==> src/rtl/vdc_pkg.sv <==
// -----------------------------------------------------------------------------
// vdc_pkg
// Shared definitions for the variable-duty-cycle heater PWM stage.
//   - DEF_PERIOD / DEF_CNT_W / DEF_MIN_PULSE : default parameter values
//   - vdc_state_e                            : IDLE / RUN state encoding
//   - vdc_clamp()                            : NH -> duty clamp, with optional
//                                              minimum-pulse deadband
// Build option: define VDC_MIN_PULSE_EN to enable the minimum-pulse deadband.
// -----------------------------------------------------------------------------
package vdc_pkg;

  localparam int DEF_PERIOD    = 100000;
  localparam int DEF_CNT_W     = 17;
  localparam int DEF_MIN_PULSE = 100;

`ifdef VDC_MIN_PULSE_EN
  localparam bit MIN_PULSE_EN = 1'b1;
`else
  localparam bit MIN_PULSE_EN = 1'b0;
`endif

  typedef enum logic {
    IDLE = 1'b0,
    RUN  = 1'b1
  } vdc_state_e;

  // Clamp a signed NH request into 0..period. With the deadband enabled,
  // durations shorter than min_pulse on either side of the pulse are removed
  // by snapping the duty to the nearest endpoint.
  function automatic longint vdc_clamp(input longint nh,
                                       input longint period,
                                       input longint min_pulse);
    longint d;
    if (nh < 0)
      d = 0;
    else if (nh > period)
      d = period;
    else
      d = nh;
    if (MIN_PULSE_EN) begin
      if (d > 0 && d < min_pulse)
        d = 0;
      else if (d > period - min_pulse && d < period)
        d = period;
    end
    return d;
  endfunction

endpackage

==> src/rtl/vdc_period_counter.sv <==
// -----------------------------------------------------------------------------
// vdc_period_counter
// Period counter for the VDC stage: counts 0..PERIOD-1 while enabled and wraps.
// Ports:
//   clk  : clock
//   rst  : synchronous active-high reset
//   en   : advance the counter this cycle
//   clr  : synchronous clear to 0 (overrides en)
//   cnt  : current count
//   wrap : high in the enabled cycle where cnt == PERIOD-1 (period boundary)
// -----------------------------------------------------------------------------
module vdc_period_counter
  import vdc_pkg::*;
#(
  parameter int PERIOD = DEF_PERIOD,
  parameter int CNT_W  = DEF_CNT_W
) (
  input  logic             clk,
  input  logic             rst,
  input  logic             en,
  input  logic             clr,
  output logic [CNT_W-1:0] cnt,
  output logic             wrap
);

  localparam logic [CNT_W-1:0] LAST = CNT_W'(PERIOD - 1);

  logic [CNT_W-1:0] cnt_reg;

  assign wrap = en && (cnt_reg == LAST);
  assign cnt  = cnt_reg;

  always_ff @(posedge clk) begin
    if (rst || clr)
      cnt_reg <= '0;
    else if (en)
      cnt_reg <= wrap ? '0 : cnt_reg + 1'b1;
  end

endmodule

==> src/rtl/vdc_pwm_gen.sv <==
// -----------------------------------------------------------------------------
// vdc_pwm_gen
// Variable-duty-cycle PWM output stage for the temperature servos. Takes the
// PID's NH word (high cycles per period), double-buffers it and drives a
// glitch-free PWM with one duty update per period.
// Ports:
//   clk          : clock
//   rst          : synchronous active-high reset
//   on           : enable; low forces idle (output low, counter cleared)
//   nh_valid     : strobe qualifying nh_in
//   nh_in        : signed requested high count
//   vdc_out      : registered PWM drive
//   period_start : one-cycle pulse in the first cycle (cnt == 0) of a period
//   duty_active  : duty in force for the current period
// Build option: VDC_MIN_PULSE_EN enables the minimum-pulse deadband in
// vdc_clamp (see vdc_pkg); otherwise MIN_PULSE has no effect.
// -----------------------------------------------------------------------------
module vdc_pwm_gen
  import vdc_pkg::*;
#(
  parameter int FILTER_IO_SIZE = 18,
  parameter int PERIOD         = DEF_PERIOD,
  parameter int CNT_W          = DEF_CNT_W,
  parameter int MIN_PULSE      = DEF_MIN_PULSE
) (
  input  logic                             clk,
  input  logic                             rst,
  input  logic                             on,
  input  logic                             nh_valid,
  input  logic signed [FILTER_IO_SIZE-1:0] nh_in,
  output logic                             vdc_out,
  output logic                             period_start,
  output logic        [CNT_W-1:0]          duty_active
);

  vdc_state_e       state_reg;
  logic [CNT_W-1:0] pending_reg;
  logic [CNT_W-1:0] duty_active_reg;
  logic             vdc_out_reg;
  logic             period_start_reg;

  logic [CNT_W-1:0] cnt;
  logic             wrap;
  logic [CNT_W-1:0] cnt_inc;
  logic [CNT_W-1:0] nh_clamped;
  logic [CNT_W-1:0] duty_next;
  logic             cnt_en;
  logic             cnt_clr;

  assign nh_clamped = CNT_W'(vdc_clamp(longint'(nh_in), longint'(PERIOD),
                                       longint'(MIN_PULSE)));

  // A write on the boundary cycle bypasses pending straight into the new duty.
  assign duty_next = nh_valid ? nh_clamped : pending_reg;

  // The counter holds the count of the cycle currently on the output, so
  // it stays cleared through the IDLE->RUN cycle and starts advancing after.
  assign cnt_en  = (state_reg == RUN) && on;
  assign cnt_clr = (state_reg == IDLE) || !on;
  assign cnt_inc = cnt + 1'b1;

  vdc_period_counter #(
    .PERIOD (PERIOD),
    .CNT_W  (CNT_W)
  ) u_counter (
    .clk  (clk),
    .rst  (rst),
    .en   (cnt_en),
    .clr  (cnt_clr),
    .cnt  (cnt),
    .wrap (wrap)
  );

  // Outputs are computed from the next cycle's count and duty so the
  // registered vdc_out lines up with period_start and duty_active.
  always_ff @(posedge clk) begin
    if (rst) begin
      state_reg        <= IDLE;
      pending_reg      <= '0;
      duty_active_reg  <= '0;
      vdc_out_reg      <= 1'b0;
      period_start_reg <= 1'b0;
    end else begin
      if (nh_valid)
        pending_reg <= nh_clamped;
      period_start_reg <= 1'b0;
      if (!on) begin
        state_reg   <= IDLE;
        vdc_out_reg <= 1'b0;
      end else if (state_reg == IDLE || wrap) begin
        // Period boundary: next output cycle has cnt == 0.
        state_reg        <= RUN;
        duty_active_reg  <= duty_next;
        period_start_reg <= 1'b1;
        vdc_out_reg      <= (duty_next != '0);
      end else begin
        vdc_out_reg <= (cnt_inc < duty_active_reg);
      end
    end
  end

  assign vdc_out      = vdc_out_reg;
  assign period_start = period_start_reg;
  assign duty_active  = duty_active_reg;

endmodule

==> config.mk <==
export PLATFORM = sky130hd
export DESIGN_NAME = vdc_pwm_gen
export DESIGN_NICKNAME = d
export VERILOG_FILES = /design/src/rtl/vdc_pkg.sv /design/src/rtl/vdc_period_counter.sv /design/src/rtl/vdc_pwm_gen.sv
export SDC_FILE = /design/constraint.sdc
export NUM_CORES = 1
export LEC_CHECK = 0
export ABC_AREA = 1
export BUFFER_PORTS_ARGS = -buffer_cell sky130_fd_sc_hd__buf_4
export CAP_MARGIN = 20
export CORE_ASPECT_RATIO = 2
export CORE_MARGIN = 5
export CORE_UTILIZATION = 40
export CTS_CLUSTER_DIAMETER = 40
export DETAILED_ROUTE_END_ITERATION = 8
export GPL_TIMING_DRIVEN = 1
export HOLD_SLACK_MARGIN = 0.03
export PLACE_DENSITY_LB_ADDON = 0.12
export SLEW_MARGIN = 20
export SYNTH_ARGS = -nofsm -noshare
export SYNTH_HDL_FRONTEND = slang
export SYNTH_SLANG_ARGS = --single-unit
==> constraint.sdc <==
create_clock -name clk -period 2.7 [get_ports clk]
set_input_delay 0.135 -clock clk [delete_from_list [all_inputs] [get_ports clk]]
set_output_delay 0.135 -clock clk [all_outputs]
set_load 0.02 [all_outputs]
Word-level counts from Yosys, hierarchy flattened
Cells that the tools add are included.
{"block": "totals", "latchBits": 0, "wordCells": 28, "out_inout_bits": 19, "rom_bits": 0, "register_bits": 54, "mem_bits_rw": 0, "mem_count": 0}
{"block": "classes", "n_shift": 0, "n_mux": 6, "order_cmp": 3, "n_div": 0, "n_eq_ne": 1, "n_reduce_logical": 9, "mul": 0, "bitwise_logic": 2, "n_addsub": 1}
{"operator": "17-bit 2-to-1 mux", "n": 4}
{"operator": "18-bit greater-than comparator, second input constant", "n": 1}
{"operator": "18-bit by 1-bit less-than comparator with 1-bit output, second input constant", "n": 1}
{"operator": "17-bit by 1-bit adder with 17-bit output, second input constant", "n": 1}
{"operator": "17-bit equality test, second input constant", "n": 1}
{"operator": "17-bit less-than comparator", "n": 1}
{"operator": "17-bit nonzero test", "n": 1}
{"operator": "1-bit logical OR", "n": 3}
{"operator": "1-bit logical AND", "n": 2}
{"operator": "1-bit 2-to-1 mux", "n": 2}
{"operator": "1-bit NOT", "n": 2}
{"operator": "2-bit AND reduction", "n": 1}
{"operator": "2-bit OR reduction", "n": 1}
{"operator": "1-bit logical NOT", "n": 1}

Longest topological paths before layout
Gate-level depths: netlist of the first run.
{"block": "logic_depth", "depth_word": 6, "depth_mapped": 18, "depth_no_buf": 18}

By module
Synthesis of the first run repeated with hierarchy kept, for this count alone.
{"block": "hier_totals", "cells_unflattened": 514, "hier_area_um2": 3363.2}
{"mod": "vdc_pwm_gen", "instances": 1, "area_each_um2": 2402.3, "cells_each": 373}
{"mod": "vdc_period_counter", "instances": 1, "area_each_um2": 960.9, "cells_each": 141}

Least setup slack after synthesis of the first run
OpenSTA, ideal clock, no wires.
{"block": "synth_path", "kind": "register to register", "start": "register u_counter.cnt_reg[0], in the netlist u_counter.cnt[0]", "end": "register vdc_out_reg, in the netlist vdc_out", "synth_period_minus_slack_ps": 2369, "setup_slack_ps": 331, "n_path_buf": 0, "arrival_time_ps": 2257, "stages_incl_launch_ff": 19, "path_cell_list": "dfxtp_1 -> ha_1 -> nand3_2 -> nor2_2 -> inv_2 -> nor2_4 -> nand3_4 -> nor2_4 -> nand3_4 -> nor2_4 -> nand3_2 -> xor2_1 -> inv_1 -> ha_1 -> nand2_1 -> o21ai_0 -> nor2_1 -> nand2_1 -> nand2_1"}
{"block": "synth_via", "elab_chain_len": 4, "word_cells_on_any_way": 6, "classes_between": "add/sub (1); order compare (1); eq/ne (1); mux (1); reduce/logical (2)"}
{"item": "from (decl)", "line": "vdc_period_counter.sv:28", "text": "logic [CNT_W-1:0] cnt_reg;"}
{"item": "from (signal assigned)", "line": "vdc_period_counter.sv:37", "text": "cnt_reg <= wrap ? '0 : cnt_reg + 1'b1;"}
{"item": "branches (longest 3 deep; another with 17-bit by 1-bit adder with 17-bit output)"}
{"item": "1-bit 2-to-1 mux (*)", "line": "vdc_pwm_gen.sv:90", "text": "end else if (state_reg == IDLE || wrap) begin"}
{"item": "to (signal assigned)", "line": "vdc_pwm_gen.sv:95", "text": "vdc_out_reg <= (duty_next != '0);"}
{"item": "to (signal assigned)", "line": "vdc_pwm_gen.sv:97", "text": "vdc_out_reg <= (cnt_inc < duty_active_reg);"}
{"item": "to (decl)", "line": "vdc_pwm_gen.sv:39", "text": "logic vdc_out_reg;"}
Every way passes the cells marked *.
A chain may end at the register's enable or synchronous reset.

Worst setup path in the final report of the first run
Ends and elaborated chain as after synthesis.

==> summary.txt, run 1 <==
Status
  • Status: complete, no violations

STA
  • Post-route minimum period: 2.44 ns
  • Fmax: 410 MHz
  • Clock skew: 0.00922 ns
  • Slew Limit Fails: 0
  • Actual slew at the worst max-slew pin: 0.466 ns
  • # setup viols final: 0
  • Fin. Hold Viols: 0
  • Period utilisation layout: 90.3%
  • RSZ-0062 raised after global routing: no
  • Worst slew margin: 68.7%
  • Setup_tns: 0 ns

GRT
  • Vias in the first global route: 2537
  • GRT Util Overall: 15.2%
  • Initial antenna violation count: 0
  • Largest net degree at the start of global routing: 33
  • First-pass GRT wire length: 11400 um
  • Grt total ovfl: 0

Min path
  • Hold Path Origin: on
  • Worst Hold Class: in -> reg

Clocking
  • CTS Buf Count: 5
  • CTS tree: yes
  • CTS root buffer: clkbuf_16
  • Cts hold-fix bufs: 0
  • CTS clk-pin slew, worst paths: 0.07 ns
  • CTS Buffer Depth: 2
  • Clk sinks: 54
  • H-tree depth: 2
  • Clock latency on the worst-skew pair: 0.29 ns

Logic synthesis
  • Share of flip-flops with an asynchronous set or reset: 0%
  • Leading register cell type out of synthesis: dfxtp_1
  • Number of synthesized flops with an enable pin: 0
  • Ys Warns: 0
  • Synth Register Bits: 54
  • Seq/Total Area, Yosys: 36.7%
  • Syn Nets: 462
  • Top cells by area, synth: dfxtp_1, nand2_1, inv_1
  • Avg Cell Area, Syn: 6.97 um^2
  • Cells after Synth: 423
  • Leading area contributor after synthesis: dfxtp_1
  • Cell Area, Synth: 2950 um^2
  • Cell variety after synth: 34
  • Area fraction of the dominant cell type after synthesis: 36.7%

Placement
  • Detailed-placement wirelength estimate: 5430 um
  • PortBufs: 40
  • Placed Instances: 546
  • Routability cong.: 0.888

Die
  • Die Height: 131 um
  • Cell row count: 44
  • Initial Util: 40.9%
  • Die X: 70.7 um
  • Ports: 41
  • Core area: 7210 um^2
  • Die area: 9290 um^2

Power and ir drop
  • Sw Share: 26.4%
  • Reg power frac: 49.4%
  • Internal power: 0.00126 W
  • Combinational power share: 14.3%
  • Peak VDD IR: 0.000394 V
  • Clock network power share: 36.3%
  • P_sw: 0.000453 W
  • P_leak: 1.71 nW
  • Pwr/cell area: 492 nW/um^2

Setup path
  • Req. time, crit path: 2.94 ns
  • Crit path DAT: 2.67 ns
  • CP startpoint: u_counter.cnt[0]
  • CP max FO: 4
  • Critical path class: reg -> reg
  • Worst Setup Start Kind: flop
  • Critical path capture point type: flop
  • Reg-to-reg startpoint: u_counter.cnt[0]

Route
  • Routed WL per cell: 11.9 um
  • Antenna Nets Post-Route: 0
  • WL final: 6600 um
  • First-pass detailed-route iteration total: 4
  • Via count: 2524
  • Residual DRC count: 0
  • Via/cell ratio: 4.56
  • Drt initial violations: 64

Final layout
  • Area growth, synth to finish: 18.2%
  • Post-Layout Cell Count: 554
  • Final nets: 501
  • Layout cells sized above 1: 19.3%
  • Ant diodes: 0

Flow run
  • Max_cap viols: 0
power groups by stage:
stage,clock [W],sequential (W),combinational [W]
4_1_cts,0.000647,0.000848,0.000251
6_report,0.000622,0.000848,0.000246
3_3_place_gp,0,0.000866,0.000247
3_5_place_dp,0,0.000866,0.000250
2_1_floorplan,0,0.000885,0.000136
5_1_grt,0.000669,0.000851,0.000284
cells in the mapped netlist, types with 2 or more instances:
master and instances:
nand2_1 81, inv_1 69, nor2_1 69, dfxtp_1 54
a21oi_1 23, inv_2 18, ha_1 17, o21ai_1 15
xor2_1 11, nand3_1 8, nand4_1 6, clkbuf_1 5
nand3_2 4, nor2_2 4, o21ai_0 4, a21boi_1 3
buf_2 3, nor2_4 3, nor3_1 3, nor4_1 3
o211ai_1 3, a31oi_1 2, buf_6 2, nand2_2 2
nand3_4 2
what timing repair did:
action	4_1_cts	5_1_grt
setup buffers	0	1
resized for setup	0	6
endpoints found under the setup margin	0	1
critical path, stage by stage, from the launching register on:
cell     delay [ns]
dfxtp_2        0.38
ha_4           0.16
nand3_2        0.10
nor2_2         0.10
inv_2          0.06
nor2_4         0.11
nand3_4        0.10
nor2_4         0.15
nand3_4        0.10
nor2_4         0.11
nand3_2        0.08
xor2_2         0.16
inv_1          0.06
ha_1           0.28
a21oi_1        0.14
o21ai_1        0.07
nor2_1         0.10
nand2_1        0.07
nand2_1        0.05
routing by layer:
layer  up-vias  wire length [um]  track usage [%]
li1       1376                 -                -
met2        41              3600             28.2
met3        15               239             2.98
met5         -                 0                0
met4         0               249             7.95
met1      1092              2510             15.6
placed cells by master, fill, tap and decap left out, types with 2 or more instances in the layout:
master,n
nand2_1,81
a31oi_1,2
clkinvlp_4,2
nor2_1,69
nor4_1,3
dfxtp_1,52
a21oi_1,23
dfxtp_2,2
nand3_1,8
inv_2,18
ha_1,16
nand3_4,2
inv_1,69
xor2_1,10
clkbuf_16,5
nand2_2,2
nor3_1,3
o21ai_0,3
nand4_1,6
a21boi_1,3
buf_4,42
nand3_2,4
nor2_4,3
o21ai_1,16
nor2_2,4
o211ai_1,3
logic make-up after synthesis:
logic type,synth area share (%)
adders and majority gates,7.21
buffers and inverters,13.0
and+or+nand+nor,29.6
AOI/OAI and AO/OA,10.3
xor gates and xnor gates,3.27
DFF,36.7
path summary, 6_finish.rpt:
check,to,cells after the start,slack [ns]
worst max-delay path,vdc_out,18,0.26
worst min-delay path,state_reg,3,0.09
worst max register to register,vdc_out,18,0.26
worst min register to register,u_counter.cnt[0],1,0.48
cell type report:
type | instances | area (um^2)
Inverter | 87 | 327
Clock inverter | 2 | 15.0
Clock buffer | 5 | 125
Multi-Input combinational cell | 272 | 1510
Sequential cell | 54 | 1080
Tap cell | 92 | 115
Fill cell | 758 | 3730
Timing Repair Buffer | 42 | 315
per-stage QoR:
stage                     util [%]  hold WS (ns)  area (um^2)  total power (W)  setup slack (ns)
after global placement        46.0         0.391         3320          0.00111             0.188
after floorplan                  -         0.218         2950          0.00102             0.331
after detailed placement      46.0         0.397         3320          0.00112             0.135
final                         48.3        0.0943         3490          0.00172             0.263
after CTS                     47.9        0.0840         3460          0.00175             0.128
after global routing          48.3         0.106         3490          0.00180           0.00970
No activity file was read; power rests on OpenSTA's default activity.
==> inputs of run 2 (changes only) <==
--- a/config.mk
+++ b/config.mk
@@ -16,6 +16,7 @@
 export GPL_TIMING_DRIVEN = 1
 export HOLD_SLACK_MARGIN = 0.03
 export PLACE_DENSITY_LB_ADDON = 0.12
+export RECOVER_POWER = 25
 export SLEW_MARGIN = 20
 export SYNTH_ARGS = -nofsm -noshare
 export SYNTH_HDL_FRONTEND = slang
==> run 2 against run 1 <==
Design area down 1.9%. Sequential share of layout area up 0.61 points. Sequential power about the same. Largest power group unchanged. Hold slack worse by 0.00059 ns. Power down 1.1%. Die area unchanged. Combinational power down 6%.
==> summary.txt, run 2 (synthesized netlist as in run 1, its figures left out) <==
Final layout
  • Ant diodes: 0
  • Layout cells sized above 1: 15.4%
  • Design Area, Final: 3420 um^2
  • Most common cell after layout, fill and taps aside: nand2_1
  • Most frequent cells in the layout: nand2_1, inv_1, nor2_1
  • Area growth, synth to finish: 15.9%
  • Final nets: 501

Setup path
  • Crit path DAT: 2.67 ns
  • Most used cell, CP: nor2_4
  • Reg2Reg Setup Slack: 0.26 ns
  • Critical path capture point type: flop
  • CP max stage delay: 0.38 ns
  • CP cell instances: ha_4 -> nand3_2 -> nor2_2 -> inv_2 -> nor2_4 -> nand3_4 -> nor2_4 -> nand3_4 -> nor2_4 -> nand3_2 -> xor2_2 -> inv_1 -> ha_1 -> a21oi_1 -> o21ai_1 -> nor2_1 -> nand2_1 -> nand2_1
  • Worst Setup Start Kind: flop
  • Slowest CP cell: dfxtp_2
  • Req. time, crit path: 2.93 ns
  • CP max FO: 4
  • Critical path class: reg -> reg

Route
  • Via count: 2520
  • Residual DRC count: 0
  • Antenna Nets Post-Route: 0
  • First-pass detailed-route iteration total: 4
  • WL final: 6590 um
  • Drt initial violations: 67
  • Via/cell ratio: 4.55
  • Routed WL per cell: 11.9 um

STA
  • Fmax: 410 MHz
  • Fin. Hold Viols: 0
  • RSZ-0062 raised after global routing: no
  • Clock skew: 0.00821 ns
  • Actual slew at the worst max-slew pin: 0.996 ns
  • Worst slew margin: 33.6%
  • Post-route minimum period: 2.44 ns
  • Setup ws final: 0.263 ns
  • # setup viols final: 0
  • Hold slack final: 0.0937 ns
  • Slew Limit Fails: 0
  • Period utilisation layout: 90.3%
  • Setup_tns: 0 ns

Power and ir drop
  • Pwr/cell area: 497 nW/um^2
  • Peak VDD IR: 0.000395 V
  • P_leak: 1.63 nW
  • Total power: 0.00170 W

GRT
  • GRT Util Overall: 15.2%
  • Initial antenna violation count: 0
  • Vias in the first global route: 2537
  • Grt total ovfl: 0
  • Largest net degree at the start of global routing: 33
  • First-pass GRT wire length: 11400 um

Die
  • Ports: 41
  • Die area: 9290 um^2
  • Cell row count: 44
  • Die X: 70.7 um
  • Initial Util: 40.9%
  • Core area: 7210 um^2
  • Die Height: 131 um

Clocking
  • Clk sinks: 54
  • CTS Buffer Depth: 2
  • Clock latency on the worst-skew pair: 0.29 ns
  • CTS Buf Count: 5
  • H-tree depth: 2
  • CTS tree: yes
  • CTS root buffer: clkbuf_16
  • CTS clk-pin slew, worst paths: 0.07 ns

Placement
  • Post-DP Area: 3320 um^2
  • PortBufs: 40
  • Post-Place Worst Slack: 0.135 ns
  • Detailed-placement wirelength estimate: 5430 um
  • Routability cong.: 0.888

Status
  • Status: complete, no violations

Flow run
  • Max_cap viols: 0

Min path
  • Worst Hold Class: in -> reg
run 2: cell count changes in the layout (fill, tap and decap cells not counted):
cell      previous run  this run
buf_4               42        24
clkbuf_1             0        18
run 2: per-stage QoR:
| stage | utilization [%] | instances |
|---|---|---|
| 2_1_floorplan | - | 423 |
| 5_1_grt | 47.4 | 554 |
| 6_report | 47.4 | 554 |
| 3_3_place_gp | 46.0 | 546 |
| 3_5_place_dp | 46.0 | 546 |
| 4_1_cts | 47.9 | 553 |
run 2: final cells by class:
cell class | count | area [um^2]
fillers | 773 | 3790
multi-input cells | 272 | 1510
flip-flops and latches | 54 | 1080
inverters | 87 | 327
repair buffers | 42 | 248
clock buffers | 5 | 125
well taps | 92 | 115
clock inverters | 2 | 15.0
run 2: final timing paths:
| path | startpoint | end | depth (start not counted) |
|---|---|---|---|
| worst max-delay path | u_counter.cnt[0] | vdc_out | 18 |
| worst max register to register | u_counter.cnt[0] | vdc_out | 18 |
| worst min register to register | u_counter.cnt[0] | u_counter.cnt[0] | 1 |
| worst min-delay path | on | state_reg | 3 |
run 2: worst max-delay path, delay by kind of cell (launching register included):
kind / cells / cell delay (ns)
AOI/OAI and AO/OA: 2 / 0.21
xor gates and xnor gates: 1 / 0.16
adders and majority gates: 2 / 0.44
buffers and inverters: 2 / 0.12
DFF: 1 / 0.38
and+or+nand+nor: 11 / 1.07
run 2: per-layer routing:
| metal | up-vias | share of wire (%) | GRT usage [%] | wire length [um] |
|---|---|---|---|---|
| met5 | - | 0 | 0 | 0 |
| met4 | 0 | 3.8 | 7.95 | 249 |
| met3 | 15 | 3.6 | 2.98 | 237 |
| met2 | 41 | 55 | 28.2 | 3620 |
| met1 | 1087 | 38 | 15.6 | 2490 |
| li1 | 1377 | - | - | - |
run 2: where the power goes:
| group | total [W] | switching, W | leakage, nW | internal (W) |
|---|---|---|---|---|
| logic | 0.000231 | 0.000149 | 1.13 | 0.0000826 |
| clock network | 0.000619 | 0.000281 | 0.0619 | 0.000339 |
| registers | 0.000847 | 0.0000198 | 0.442 | 0.000828 |
run 2: repair_timing:
action | in CTS | in global routing
hold buffers | 0 | 0
setup buffers | 0 | 1
endpoints found under the setup margin | 0 | 1
gates resized for setup | 0 | 6
==> inputs of run 3 (changes only) <==
--- a/config.mk
+++ b/config.mk
@@ -11,12 +11,14 @@
 export CORE_ASPECT_RATIO = 2
 export CORE_MARGIN = 5
 export CORE_UTILIZATION = 40
+export CTS_BUF_LIST = sky130_fd_sc_hd__clkbuf_16
 export CTS_CLUSTER_DIAMETER = 40
 export DETAILED_ROUTE_END_ITERATION = 8
 export GPL_TIMING_DRIVEN = 1
 export HOLD_SLACK_MARGIN = 0.03
 export PLACE_DENSITY_LB_ADDON = 0.12
 export RECOVER_POWER = 25
+export REMOVE_ABC_BUFFERS = 1
 export SLEW_MARGIN = 20
 export SYNTH_ARGS = -nofsm -noshare
 export SYNTH_HDL_FRONTEND = slang
==> run 3 against run 2 <==
Worst setup slack got worse by 0.033 ns. Sequential power about the same. Clock power increased by 17%. Via count increased by 0.71%. Critical path depth unchanged. Critical endpoint unchanged. Register-to-register slack got worse by 0.03 ns. Design area increased by 0.62%. Clock-buffer cell count unchanged. Routed wire length increased by 2.1%. Hold slack got worse by 0.0018 ns. Largest cell class unchanged.
==> summary.txt, run 3 (synthesized netlist as in run 1, its figures left out) <==
Power and ir drop
  • Combinational power share: 12.9%
  • P_leak: 1.65 nW
  • Internal power: 0.00134 W
  • Clock network power share: 40.1%
  • Peak VDD IR: 0.000426 V
  • Sw Share: 25.4%
  • Pwr/cell area: 523 nW/um^2
  • Total power: 0.00180 W
  • P_sw: 0.000457 W
  • Reg power frac: 47.0%

Setup path
  • Critical path class: reg -> reg
  • Worst Setup Start Kind: flop
  • Critical path capture point type: flop
  • Reg2Reg Setup Slack: 0.23 ns
  • CP max FO: 4
  • Reg-to-reg startpoint: u_counter.cnt[0]
  • CP startpoint: u_counter.cnt[0]
  • Req. time, crit path: 2.89 ns
  • RR Endpoint: vdc_out
  • R2R depth: 18
  • Crit path DAT: 2.66 ns

Die
  • Die Height: 131 um
  • Cell row count: 44
  • Die area: 9290 um^2
  • Initial Util: 40.9%
  • Core area: 7210 um^2
  • Ports: 41
  • Die X: 70.7 um

Clocking
  • CTS clk-pin slew, worst paths: 0.07 ns
  • Cts hold-fix bufs: 0
  • H-tree depth: 2
  • Clock latency on the worst-skew pair: 0.29 ns
  • CTS Buffer Depth: 2
  • Post_cts resized: 0
  • Buffer count from post-CTS setup fixing: 0
  • Clk sinks: 54
  • CTS Buf Count: 5
  • CTS tree: yes
  • CTS root buffer: clkbuf_16

Final layout
  • Ant diodes: 0
  • Area growth, synth to finish: 16.6%
  • Register area: 1090 um^2
  • Multi-input gate area: 1510 um^2
  • Final nets: 500
  • Most common cell after layout, fill and taps aside: nand2_1
  • Final-layout fill cell count: 799
  • Most frequent cells in the layout: nand2_1, inv_1, nor2_1
  • Layout cells sized above 1: 15.2%

STA
  • # setup viols final: 0
  • Fin. Hold Viols: 0
  • Setup_tns: 0 ns
  • Actual slew at the worst max-slew pin: 1.07 ns
  • Worst slew margin: 28.9%
  • Fmax: 405 MHz
  • Hold slack final: 0.0919 ns
  • Post-route minimum period: 2.47 ns
  • Slew Limit Fails: 0
  • Period utilisation layout: 91.5%
  • Setup ws final: 0.230 ns
  • Clock skew: 0.00700 ns

Min path
  • Hold Path Origin: on
  • Worst Hold Path EP: state_reg
  • Hold Path Depth: 3
  • Worst Hold Class: in -> reg

Route
  • Via count: 2538
  • Via/cell ratio: 4.58
  • First-pass detailed-route iteration total: 4
  • WL final: 6740 um
  • Drt initial violations: 52
  • Antenna Nets Post-Route: 0
  • Residual DRC count: 0
  • Routed WL per cell: 12.2 um

Status
  • Status: complete, no violations

GRT
  • First-pass GRT wire length: 11100 um
  • Vias in the first global route: 2514
  • Grt total ovfl: 0
  • Initial antenna violation count: 0
  • GRT Util Overall: 14.9%
  • Largest net degree at the start of global routing: 33

Placement
  • Routability cong.: 0.899
  • PortBufs: 40
  • Detailed-placement wirelength estimate: 5460 um
  • Post-Place Worst Slack: 0.119 ns

Flow run
  • Max_cap viols: 0
-- run 3: how the worst max path moves through the flow --
stage	end	slack, ns	cells after the start
after CTS	vdc_out	0.11	18
final	vdc_out	0.23	18
after detailed placement	vdc_out	0.12	18
after global placement	vdc_out	0.18	18
after floorplan	vdc_out	0.32	18
after global routing	vdc_out	-0.006	18
-- run 3: critical path: stages, from the launching register on --
cell and delay (ns):
dfxtp_4 0.37, ha_4 0.14, nand3_2 0.09, nor2_2 0.10, inv_2 0.06, nor2_4 0.11
nand3_4 0.09, nor2_4 0.15, nand3_4 0.10, nor2_4 0.11, nand3_2 0.09, xor2_2 0.18
inv_1 0.06, ha_1 0.29, nand2_1 0.06, o21ai_0 0.15, nor2_1 0.06, nand2_1 0.08
nand2_1 0.05
-- run 3: cell type report --
class                   count  area share [%]
clock buffers               5            3.64
clock inverters             3            1.20
inverters                  87            9.49
multi-input cells         272            43.8
flip-flops and latches     54            31.6
well taps                  92            3.35
repair buffers             41            6.98
-- run 3: routing by layer --
metal | global-route usage (%) | vias to the layer above | part of all wire [%]
li1 | - | 1381 | -
met1 | 14.0 | 1088 | 37
met2 | 28.3 | 45 | 55
met4 | 9.21 | 0 | 4.6
met3 | 2.60 | 24 | 3.2
met5 | 0 | - | 0
-- run 3: metrics by stage --
step | area [um^2] | util (%) | instances
global route | 3440 | 47.7 | 554
finish | 3440 | 47.7 | 554
detailed placement | 3320 | 46.0 | 546
CTS | 3480 | 48.3 | 554
floorplan | 2890 | - | 413
global placement | 3320 | 46.0 | 546
-- run 3: power groups by stage --
stage | clock network (W) | logic [W] | registers (W)
after floorplan | 0 | 0.000125 | 0.000885
after global placement | 0 | 0.000248 | 0.000866
after detailed placement | 0 | 0.000252 | 0.000866
after global routing | 0.000766 | 0.000269 | 0.000849
after CTS | 0.000744 | 0.000253 | 0.000847
final | 0.000722 | 0.000233 | 0.000846
